**config.mk**
```make
export PLATFORM = sky130hd
export DESIGN_NAME = fetch_unit_flat
export DESIGN_NICKNAME = d
export VERILOG_FILES = /design/src/rtl/fetch_unit_if.sv /design/src/rtl/fetch_unit.sv /design/src/flat_wrapper.sv
export SDC_FILE = /design/constraint.sdc
export NUM_CORES = 1
export LEC_CHECK = 0
export ABC_AREA = 1
export CAP_MARGIN = 5
export CORE_MARGIN = 4
export CORE_UTILIZATION = 62
export CTS_CLUSTER_DIAMETER = 60
export DETAILED_ROUTE_END_ITERATION = 10
export PLACE_DENSITY_LB_ADDON = 0.1
export SLEW_MARGIN = 5
export SYNTH_ARGS = -nofsm -noshare
export SYNTH_HDL_FRONTEND = slang
export SYNTH_SLANG_ARGS = --single-unit
```
**constraint.sdc**
```tcl
create_clock -name clk -period 4.3 [get_ports clk]
set_clock_uncertainty 0.1 [all_clocks]
set_input_delay 0.645 -clock clk [delete_from_list [all_inputs] [get_ports clk]]
set_output_delay 0.645 -clock clk [all_outputs]
set_load 0.01 [all_outputs]
```
**src/rtl/fetch_unit_if.sv**
```systemverilog
// Fetch-stage bus bundle: the instruction-memory request/response channel and
// the ID-side valid/ready handshake. The master is the fetch unit; the slave
// side is the memory plus the decode stage.
interface fetch_unit_if #(
  parameter int XLEN = 32
) ();
  logic            imem_req_valid;
  logic            imem_req_ready;
  logic [XLEN-1:0] imem_addr;
  logic            imem_rsp_valid;
  logic [XLEN-1:0] imem_rsp_data;

  logic            id_valid;
  logic            id_ready;
  logic [XLEN-1:0] id_instr;
  logic [XLEN-1:0] id_pc;
  logic [XLEN-1:0] id_pc4;
  logic            id_pred_taken;

  modport master (
    output imem_req_valid, imem_addr,
    input  imem_req_ready, imem_rsp_valid, imem_rsp_data,
    output id_valid, id_instr, id_pc, id_pc4, id_pred_taken,
    input  id_ready
  );

  modport slave (
    input  imem_req_valid, imem_addr,
    output imem_req_ready, imem_rsp_valid, imem_rsp_data,
    input  id_valid, id_instr, id_pc, id_pc4, id_pred_taken,
    output id_ready
  );
endinterface

```
**src/rtl/fetch_unit.sv**
```systemverilog
// Pipelined instruction fetch: PC generation (redirect > prediction > PC+4),
// in-order memory requests tracked by an in-flight PC queue, and a fetch queue
// feeding ID. A redirect flushes both queues and arms a drop counter so that
// responses to requests issued before the redirect are silently discarded.
module fetch_unit #(
  parameter int              XLEN     = 32,
  parameter logic [XLEN-1:0] RESET_PC = '0,
  parameter int              FQ_DEPTH = 4
) (
  input  logic            clk,
  input  logic            rst,
  output logic [XLEN-1:0] bp_lookup_pc,
  input  logic            bp_hit,
  input  logic            bp_taken,
  input  logic [XLEN-1:0] bp_pred_pc,
  input  logic            ex_redirect,
  input  logic [XLEN-1:0] ex_target,
  fetch_unit_if.master    bus
);
  localparam int AW = $clog2(FQ_DEPTH);
  localparam int CW = AW + 1;
  localparam int OW = CW + 1;

  typedef logic [XLEN-1:0] word_t;

  word_t          pc_q, pc_d;
  // in-flight queue: PC and prediction of each live outstanding request
  word_t          ifq_pc_q   [FQ_DEPTH], ifq_pc_d   [FQ_DEPTH];
  logic           ifq_pred_q [FQ_DEPTH], ifq_pred_d [FQ_DEPTH];
  logic [AW-1:0]  ifq_wr_q, ifq_wr_d, ifq_rd_q, ifq_rd_d;
  // fetch queue toward ID
  word_t          fq_instr_q [FQ_DEPTH], fq_instr_d [FQ_DEPTH];
  word_t          fq_pc_q    [FQ_DEPTH], fq_pc_d    [FQ_DEPTH];
  word_t          fq_pc4_q   [FQ_DEPTH], fq_pc4_d   [FQ_DEPTH];
  logic           fq_pred_q  [FQ_DEPTH], fq_pred_d  [FQ_DEPTH];
  logic [AW-1:0]  fq_wr_q, fq_wr_d, fq_rd_q, fq_rd_d;
  logic [CW-1:0]  fq_cnt_q, fq_cnt_d;
  logic [CW-1:0]  out_q, out_d;    // all outstanding requests, stale included
  logic [CW-1:0]  drop_q, drop_d;  // responses still to be discarded

  logic           pred, acc, pop, rsp, push;
  logic [OW-1:0]  occ;
  logic           unused;

  assign unused = ex_target[0];
  assign pred   = bp_hit & bp_taken;
  assign rsp    = bus.imem_rsp_valid;
  assign occ    = {1'b0, fq_cnt_q} + {1'b0, out_q};

  assign bp_lookup_pc      = pc_q;
  assign bus.imem_addr     = pc_q;
  // rst gates the request so it drops immediately when reset asserts
  assign bus.imem_req_valid = rst && !ex_redirect && (occ < OW'(FQ_DEPTH));
  assign bus.id_valid      = (fq_cnt_q != '0) && !ex_redirect;
  assign bus.id_instr      = fq_instr_q[fq_rd_q];
  assign bus.id_pc         = fq_pc_q[fq_rd_q];
  assign bus.id_pc4        = fq_pc4_q[fq_rd_q];
  assign bus.id_pred_taken = fq_pred_q[fq_rd_q];

  assign acc = bus.imem_req_valid & bus.imem_req_ready;
  assign pop = bus.id_valid & bus.id_ready;

  // next-state: PC selection, queue pushes/pops, counters, redirect flush
  always_comb begin
    pc_d       = pc_q;
    ifq_pc_d   = ifq_pc_q;
    ifq_pred_d = ifq_pred_q;
    ifq_wr_d   = ifq_wr_q;
    ifq_rd_d   = ifq_rd_q;
    fq_instr_d = fq_instr_q;
    fq_pc_d    = fq_pc_q;
    fq_pc4_d   = fq_pc4_q;
    fq_pred_d  = fq_pred_q;
    fq_wr_d    = fq_wr_q;
    fq_rd_d    = fq_rd_q;
    fq_cnt_d   = fq_cnt_q;
    drop_d     = drop_q;
    push       = 1'b0;
    // acc is already forced low during a redirect
    out_d      = out_q + CW'(acc) - CW'(rsp);

    if (ex_redirect) begin
      pc_d     = {ex_target[XLEN-1:1], 1'b0};
      ifq_wr_d = '0;
      ifq_rd_d = '0;
      fq_wr_d  = '0;
      fq_rd_d  = '0;
      fq_cnt_d = '0;
      // everything still in flight after this cycle is stale
      drop_d   = out_q - CW'(rsp);
    end else begin
      if (acc) begin
        ifq_pc_d[ifq_wr_q]   = pc_q;
        ifq_pred_d[ifq_wr_q] = pred;
        ifq_wr_d             = ifq_wr_q + AW'(1);
        pc_d                 = pred ? bp_pred_pc : pc_q + word_t'(4);
      end
      if (rsp) begin
        if (drop_q != '0) begin
          drop_d = drop_q - CW'(1);
        end else begin
          push                = 1'b1;
          fq_instr_d[fq_wr_q] = bus.imem_rsp_data;
          fq_pc_d[fq_wr_q]    = ifq_pc_q[ifq_rd_q];
          fq_pc4_d[fq_wr_q]   = ifq_pc_q[ifq_rd_q] + word_t'(4);
          fq_pred_d[fq_wr_q]  = ifq_pred_q[ifq_rd_q];
          fq_wr_d             = fq_wr_q + AW'(1);
          ifq_rd_d            = ifq_rd_q + AW'(1);
        end
      end
      if (pop) fq_rd_d = fq_rd_q + AW'(1);
      fq_cnt_d = fq_cnt_q + CW'(push) - CW'(pop);
    end
  end

  // state registers; storage cleared too so head fields read zero after reset
  always_ff @(posedge clk or negedge rst) begin
    if (!rst) begin
      pc_q     <= RESET_PC;
      ifq_wr_q <= '0;
      ifq_rd_q <= '0;
      fq_wr_q  <= '0;
      fq_rd_q  <= '0;
      fq_cnt_q <= '0;
      out_q    <= '0;
      drop_q   <= '0;
      for (int i = 0; i < FQ_DEPTH; i++) begin
        ifq_pc_q[i]   <= '0;
        ifq_pred_q[i] <= 1'b0;
        fq_instr_q[i] <= '0;
        fq_pc_q[i]    <= '0;
        fq_pc4_q[i]   <= '0;
        fq_pred_q[i]  <= 1'b0;
      end
    end else begin
      pc_q       <= pc_d;
      ifq_pc_q   <= ifq_pc_d;
      ifq_pred_q <= ifq_pred_d;
      ifq_wr_q   <= ifq_wr_d;
      ifq_rd_q   <= ifq_rd_d;
      fq_instr_q <= fq_instr_d;
      fq_pc_q    <= fq_pc_d;
      fq_pc4_q   <= fq_pc4_d;
      fq_pred_q  <= fq_pred_d;
      fq_wr_q    <= fq_wr_d;
      fq_rd_q    <= fq_rd_d;
      fq_cnt_q   <= fq_cnt_d;
      out_q      <= out_d;
      drop_q     <= drop_d;
    end
  end
endmodule

```
**src/flat_wrapper.sv**
```systemverilog
// flat-port wrapper written by rule: the top's interface ports become plain ports
module fetch_unit_flat 
#(
  parameter int              XLEN     = 32,
  parameter logic [XLEN-1:0] RESET_PC = '0,
  parameter int              FQ_DEPTH = 4
)
  (clk, rst, bp_lookup_pc, bp_hit, bp_taken, bp_pred_pc, ex_redirect, ex_target, bus_imem_req_valid, bus_imem_addr, bus_imem_req_ready, bus_imem_rsp_valid, bus_imem_rsp_data, bus_id_valid, bus_id_instr, bus_id_pc, bus_id_pc4, bus_id_pred_taken, bus_id_ready);
  fetch_unit_if #(.XLEN(XLEN)) bus_i ();
  input  logic clk;
  input  logic rst;
  output logic [XLEN-1:0] bp_lookup_pc;
  input  logic bp_hit;
  input  logic bp_taken;
  input  logic [XLEN-1:0] bp_pred_pc;
  input  logic ex_redirect;
  input  logic [XLEN-1:0] ex_target;
  output wire logic [$bits(bus_i.imem_req_valid)-1:0] bus_imem_req_valid;
  output wire logic [$bits(bus_i.imem_addr)-1:0] bus_imem_addr;
  input wire logic [$bits(bus_i.imem_req_ready)-1:0] bus_imem_req_ready;
  input wire logic [$bits(bus_i.imem_rsp_valid)-1:0] bus_imem_rsp_valid;
  input wire logic [$bits(bus_i.imem_rsp_data)-1:0] bus_imem_rsp_data;
  output wire logic [$bits(bus_i.id_valid)-1:0] bus_id_valid;
  output wire logic [$bits(bus_i.id_instr)-1:0] bus_id_instr;
  output wire logic [$bits(bus_i.id_pc)-1:0] bus_id_pc;
  output wire logic [$bits(bus_i.id_pc4)-1:0] bus_id_pc4;
  output wire logic [$bits(bus_i.id_pred_taken)-1:0] bus_id_pred_taken;
  input wire logic [$bits(bus_i.id_ready)-1:0] bus_id_ready;
  assign bus_imem_req_valid = bus_i.imem_req_valid;
  assign bus_imem_addr = bus_i.imem_addr;
  assign bus_i.imem_req_ready = bus_imem_req_ready;
  assign bus_i.imem_rsp_valid = bus_imem_rsp_valid;
  assign bus_i.imem_rsp_data = bus_imem_rsp_data;
  assign bus_id_valid = bus_i.id_valid;
  assign bus_id_instr = bus_i.id_instr;
  assign bus_id_pc = bus_i.id_pc;
  assign bus_id_pc4 = bus_i.id_pc4;
  assign bus_id_pred_taken = bus_i.id_pred_taken;
  assign bus_i.id_ready = bus_id_ready;
  fetch_unit #(.XLEN(XLEN), .RESET_PC(RESET_PC), .FQ_DEPTH(FQ_DEPTH)) u_core (.clk(clk), .rst(rst), .bp_lookup_pc(bp_lookup_pc), .bp_hit(bp_hit), .bp_taken(bp_taken), .bp_pred_pc(bp_pred_pc), .ex_redirect(ex_redirect), .ex_target(ex_target), .bus(bus_i));
endmodule
```
Word-level counts from Yosys, hierarchy flattened. Cells that the tools add are included.

Bits in registers: 569. Bits in latches: 0. Bits in writable memories: 0. Bits in read-only memories: 0. Bits of input ports: 104. Output and inout port bits: 163. Logic and storage cells: 130. Memories: 0.

$add $sub $neg: 13. Multiply operators: 0. Div/mod/pow operators: 0. Order comparisons: 7. Eq/ne operators: 1. Shift-type cells: 0. Muxes and demuxes: 52. Bitwise logic cells: 9. Reductions and logical operators: 16.

Operator list (count): bitwise mux 128 bit (4); two-way mux 32 bit (13); binary-select mux 32 bit (select 2 bit) (4); demux 32 bit (select 2 bit) (2); adder 32 x 3 -> 32 bit, second input constant (2); two-way mux 2 bit (10); greater-or-equal comparator 3 bit, second input constant (4); two-way mux 3 bit (4); NOT 2 -> 3 bit (4); two-way mux 1 bit (9); subtractor 3 x 1 -> 3 bit (3); adder 2 x 1 -> 2 bit, second input constant (4); bitwise mux 4 bit (2); nonzero test 2 bit (4); adder 3 x 1 -> 3 bit (2); < comparator 3 x 1 -> 1 bit, second input constant (2); AND reduction 2 bit (3); nonzero test 3 bit (2); logical AND 1 bit (5); adder 3 x 3 -> 4 bit (1); binary-select mux 1 bit (select 2 bit) (2); demux 1 bit (select 2 bit) (2); < comparator 4 x 3 -> 1 bit, second input constant (1); bitwise AND 1 bit (3); other kinds (5) (6).

Longest topological paths before layout. Gate-level depths: netlist (run 1).

Depth in word-level cells: 7. Gate-level depth with buffers: 16. Depth with buffers taken out: 14.

Worst setup path before layout (run 1). No wires, ideal clock.

Path type: input to register. Start: input ex_redirect. End: register u_core.out_q[2]. Arrival: 2.563 ns. Path slack: 1.508 ns. Cell stages on the path: 11. Buffers on the path: 3. Cells stage by stage: buf_2 -> nor4_4 -> nand2_1 -> buf_2 -> clkbuf_1 -> inv_1 -> ha_1 -> inv_1 -> fa_1 -> xnor2_1 -> xor2_1.

Cells in the longest elaborated chain, start to end: 6.

Ends and longest elaborated chain: from (decl) (RTL line flat_wrapper.sv:16) `input logic ex_redirect;`; logical NOT 1 bit (RTL line fetch_unit.sv:53) `assign bus.imem_req_valid = rst && !ex_redirect && (occ < OW'(FQ_DEPTH));`; logical AND 1 bit (2 in a row) (RTL line fetch_unit.sv:53); named net bus_imem_req_valid (RTL line flat_wrapper.sv:18) `output wire logic [$bits(bus_i.imem_req_valid)-1:0] bus_imem_req_valid;`; bitwise AND 1 bit (RTL line fetch_unit.sv:60) `assign acc = bus.imem_req_valid & bus.imem_req_ready;`; adder 3 x 1 -> 3 bit (RTL line fetch_unit.sv:80) `out_d = out_q + CW'(acc) - CW'(rsp);`; subtractor 3 x 1 -> 3 bit (RTL line fetch_unit.sv:80); named net u_core.out_d[2] (RTL line fetch_unit.sv:38) `logic [CW-1:0] out_q, out_d;`; to (signal assigned) (RTL line fetch_unit.sv:148) `out_q <= out_d;`; to (decl) (RTL line fetch_unit.sv:38).

The timed path passes the listed nets, and every way through them passes these cells. A chain may end at the register's enable or synchronous reset.

Worst setup path after layout (run 1).
Start: register u_core.fq_rd_q[1]. End: output bus_id_pred_taken.

Cells in the longest elaborated chain, start to end: 4.

Ends and longest elaborated chain: from (decl) (RTL line fetch_unit.sv:36) `logic [AW-1:0] fq_wr_q, fq_wr_d, fq_rd_q, fq_rd_d;`; from (signal assigned) (RTL line fetch_unit.sv:146) `fq_rd_q <= fq_rd_d;`; NOT 2 -> 3 bit (implied by the code) (RTL line fetch_unit.sv:58) `assign bus.id_pred_taken = fq_pred_q[fq_rd_q];`; binary-select mux 1 bit (select 2 bit) (RTL line fetch_unit.sv:58); two-way mux 1 bit (implied by the code) (2 in a row) (RTL line fetch_unit.sv:58); to (decl) (RTL line flat_wrapper.sv:27) `output wire logic [$bits(bus_i.id_pred_taken)-1:0] bus_id_pred_taken;`.

No other way between the ends. The select of a mux whose other input is x is not followed.

==> results of run 1 <==
## per-stage QoR
step,cell area [sq um],util [%]
floorplan,27400,-
global route,31900,73.5
CTS,31900,73.5
global placement,30100,69.3
finish,31900,73.5
detailed placement,30100,69.3
## flip-flops by register name (all words and copies together), names as in the netlist, 4 cells and up
name                 flops
u_core.fq_pc_q         120
u_core.fq_instr_q      128
u_core.ifq_pc_q        128
u_core.fq_pred_q         4
u_core.ifq_pred_q        4
u_core.fq_pc4_q        128
u_core.bp_lookup_pc     32
## cells in the final DEF (no fill, tap or decap), drive strengths merged
master	count
nand4	6
dlygate4sd3	1
o311ai	1
xnor2	7
clkinv	8
a32oi	1
buf	43
a21boi	1
and2	1
a21o	2
clkbuf	86
nor3	4
a211oi	1
bufinv	1
clkdlybuf4s50	264
fa	2
o211ai	8
a31oi	1
nand3b	2
nor4	2
nor3b	1
and3	1
ha	20
nand2	1152
dfrtp	561
nor2	332
o21a	25
o21ai	645
nand3	169
a21oi	11
xor2	25
o22ai	99
inv	189
## worst min path at each step
stage | startpoint | endpoint | slack, ps | cells past startpoint
floorplan | rst | u_core.bp_lookup_pc[0] | 250 | 0
global placement | u_core.fq_pc4_q[77] | u_core.fq_pc4_q[77] | 360 | 2
detailed placement | u_core.fq_pc4_q[95] | u_core.fq_pc4_q[95] | 360 | 2
CTS | u_core.fq_pc4_q[95] | u_core.fq_pc4_q[95] | 380 | 2
global route | u_core.fq_pc_q[78] | u_core.fq_pc_q[78] | 390 | 2
finish | u_core.fq_instr_q[69] | u_core.fq_instr_q[69] | 380 | 2
## worst max-delay path, cell delays in order (launching register included)
cell and delay, ps:
dfrtp_2 360, buf_4 530, buf_4 540, o21ai_0 210
o22ai_1 340, clkdlybuf4s50_1 640
## layer usage
metal | up-vias | wire [microns]
met4 | 0 | 2910
met5 | - | 0
met1 | 12000 | 31600
li1 | 11600 | -
met2 | 1111 | 37600
met3 | 184 | 5790
## timing repair
| item | in CTS | in global routing |
|---|---|---|
| hold endpoints to repair | 42 | 0 |
| hold buffers | 1 | 0 |
| setup buffers | 0 | 0 |
## report_power, final
part	total (W)	switching, W	internal [W]
logic	0.00751	0.00447	0.00305
clock network	0.00479	0.00203	0.00276
registers	0.00718	0.000816	0.00637
## cell families after synthesis
kind of cell | count (synthesis) | synth area share (%)
buffers and inverters | 464 | 7.17
XOR/XNOR | 32 | 1.02
AO/OA/AOI/OAI | 795 | 15.4
adder cells (fa/ha/maj) | 22 | 1.06
flip-flops | 561 | 51.2
AND/OR/NAND/NOR | 1670 | 24.2
## layout make-up
class / instances / area (sq um)
Sequential cell: 561 / 14000
Fill cell: 3356 / 11500
Multi-Input combinational cell: 2519 / 11400
Timing Repair Buffer: 308 / 3150
Clock buffer: 86 / 1700
Tap cell: 585 / 732
Inverter: 188 / 711
Clock inverter: 10 / 93.8
==> impl_results.md, run 1 <==
* Inserted Clock Buffers at 58
* Die Y at 218 microns
* MaxCap Viol Count at 0
* Post-synth top cells: nand2_1, o21ai_0, dfrtp_1
* Top Ports at 267
* Post-synth ARST share at 100%
* Worst Setup EP: bus_id_pred_taken
* Slew margin rel. at 30.5%
* Power per cell area at 612 nW/um^2
* Unrepaired setup endpoints after global routing: false
* Met2 usage at 55.2%
* Actual transition at the worst max-transition pin at 1040 ps
* Initial Util at 63.2%
* Port Buf Inserts at 265
* Final worst-path cycle share at 93.3%
* Share of cells above drive strength 1 at 4.47%
* Share of the synthesized area in the top cell type at 51.2%
* CTS root buffer: clkbuf_16
* Vias in the first global route at 24700
* Main flop type after synthesis: dfrtp_1
* Status: finished clean
* Hold_ws at 377 ps
* Antenna-violating nets left at 0
* Max Clock Freq at 0.249 GHz
* Global Route Usage Sum at 32.6%
* Synthesized area per cell at 7.73 sq um
* Largest net degree at the start of global routing at 194
* Row cnt at 76
* Most frequent cell after synthesis: nand2_1
* Placer Congestion at 0.924
* IR drop worst, VDD at 0.369 mV
* Register area share after synthesis at 51.2%
* Final Max Slew Viols at 0
* Reg2Reg Launch Point: u_core.ifq_rd_q[1]
* Die X at 218 microns
* Met1 Resource Use GR at 42.7%
* CTS tree: yes
* Diode count at 0
* Final TNS setup at 0 ps
* NumNets Final at 3762
* Critical Path Source Type: register
* Clock latency on the worst-skew pair at 620 ps
* Place WS at 983 ps
* Antenna violations before repair at 0
* DRC viols at 0
* Final min period at 4010 ps
* Final Routed Wirelength at 77.9 mm
* Final Non-Filler Cells at 4257
* Synthesis-to-finish area growth at 16.3%
* Final hold violation count at 0
* GRT met3 Usage at 5.23%
* Placed Cells incl. Taps at 4160
* Post-Syn Instances at 3544
* Core area at 43400 sq um
* First-pass GRT wire length at 127 mm
* Synth area leaders: dfrtp_1, nand2_1, o21ai_0
* First-pass DRT Iterations at 8
* Synth Net Count at 3670
* Yosys warnings at 0
* Total power at 0.0195 W
* Worst flop-to-flop path endpoint: u_core.fq_pc4_q[61]
* Flops & latches, synth at 561
* DR iter-0 viols at 2733
* WP data arrival at 3270 ps
* Clock Path Buffers at 3
* Yosys cell types at 42
* CP required at 3560 ps
* Post-synth top area cell: dfrtp_1
* R2r setup slk at 1210 ps
* Gr busiest metal: met2
* Leak Pwr at 15.5 nW
* Worst hold-check path type: register to register
* Synthesized area at 27400 sq um
* # clock sinks at 561
* Kind of critical path: register to output pin
* Crit Path Max Fanout at 57
* Worst Reg-to-Reg Cells at 10
* Post-DP HPWL at 49.1 mm
* Vias per cell at 5.85
* Wire per inst at 18.3 microns
* Post-CTS Resized at 0
* Reg clk slew, reported paths at 60 ps
* Vias at 24900
* Crit end category: output pin
* # setup viols final at 0
* Die Area at 47600 sq um
* EDFF count, synth at 0
* Total grt overflow at 0
* Critical path origin: u_core.fq_rd_q[1]
* Final worst slack at 288 ps
* Htree depth at 2
Power figures use the tool's default switching activity.
==> inputs of run 2 (changes only) <==
SKIP_LAST_GASP = 1   (was unset)
==> results of run 2 <==
No change in the layout: final DEF, timing and power equal those of run 1.
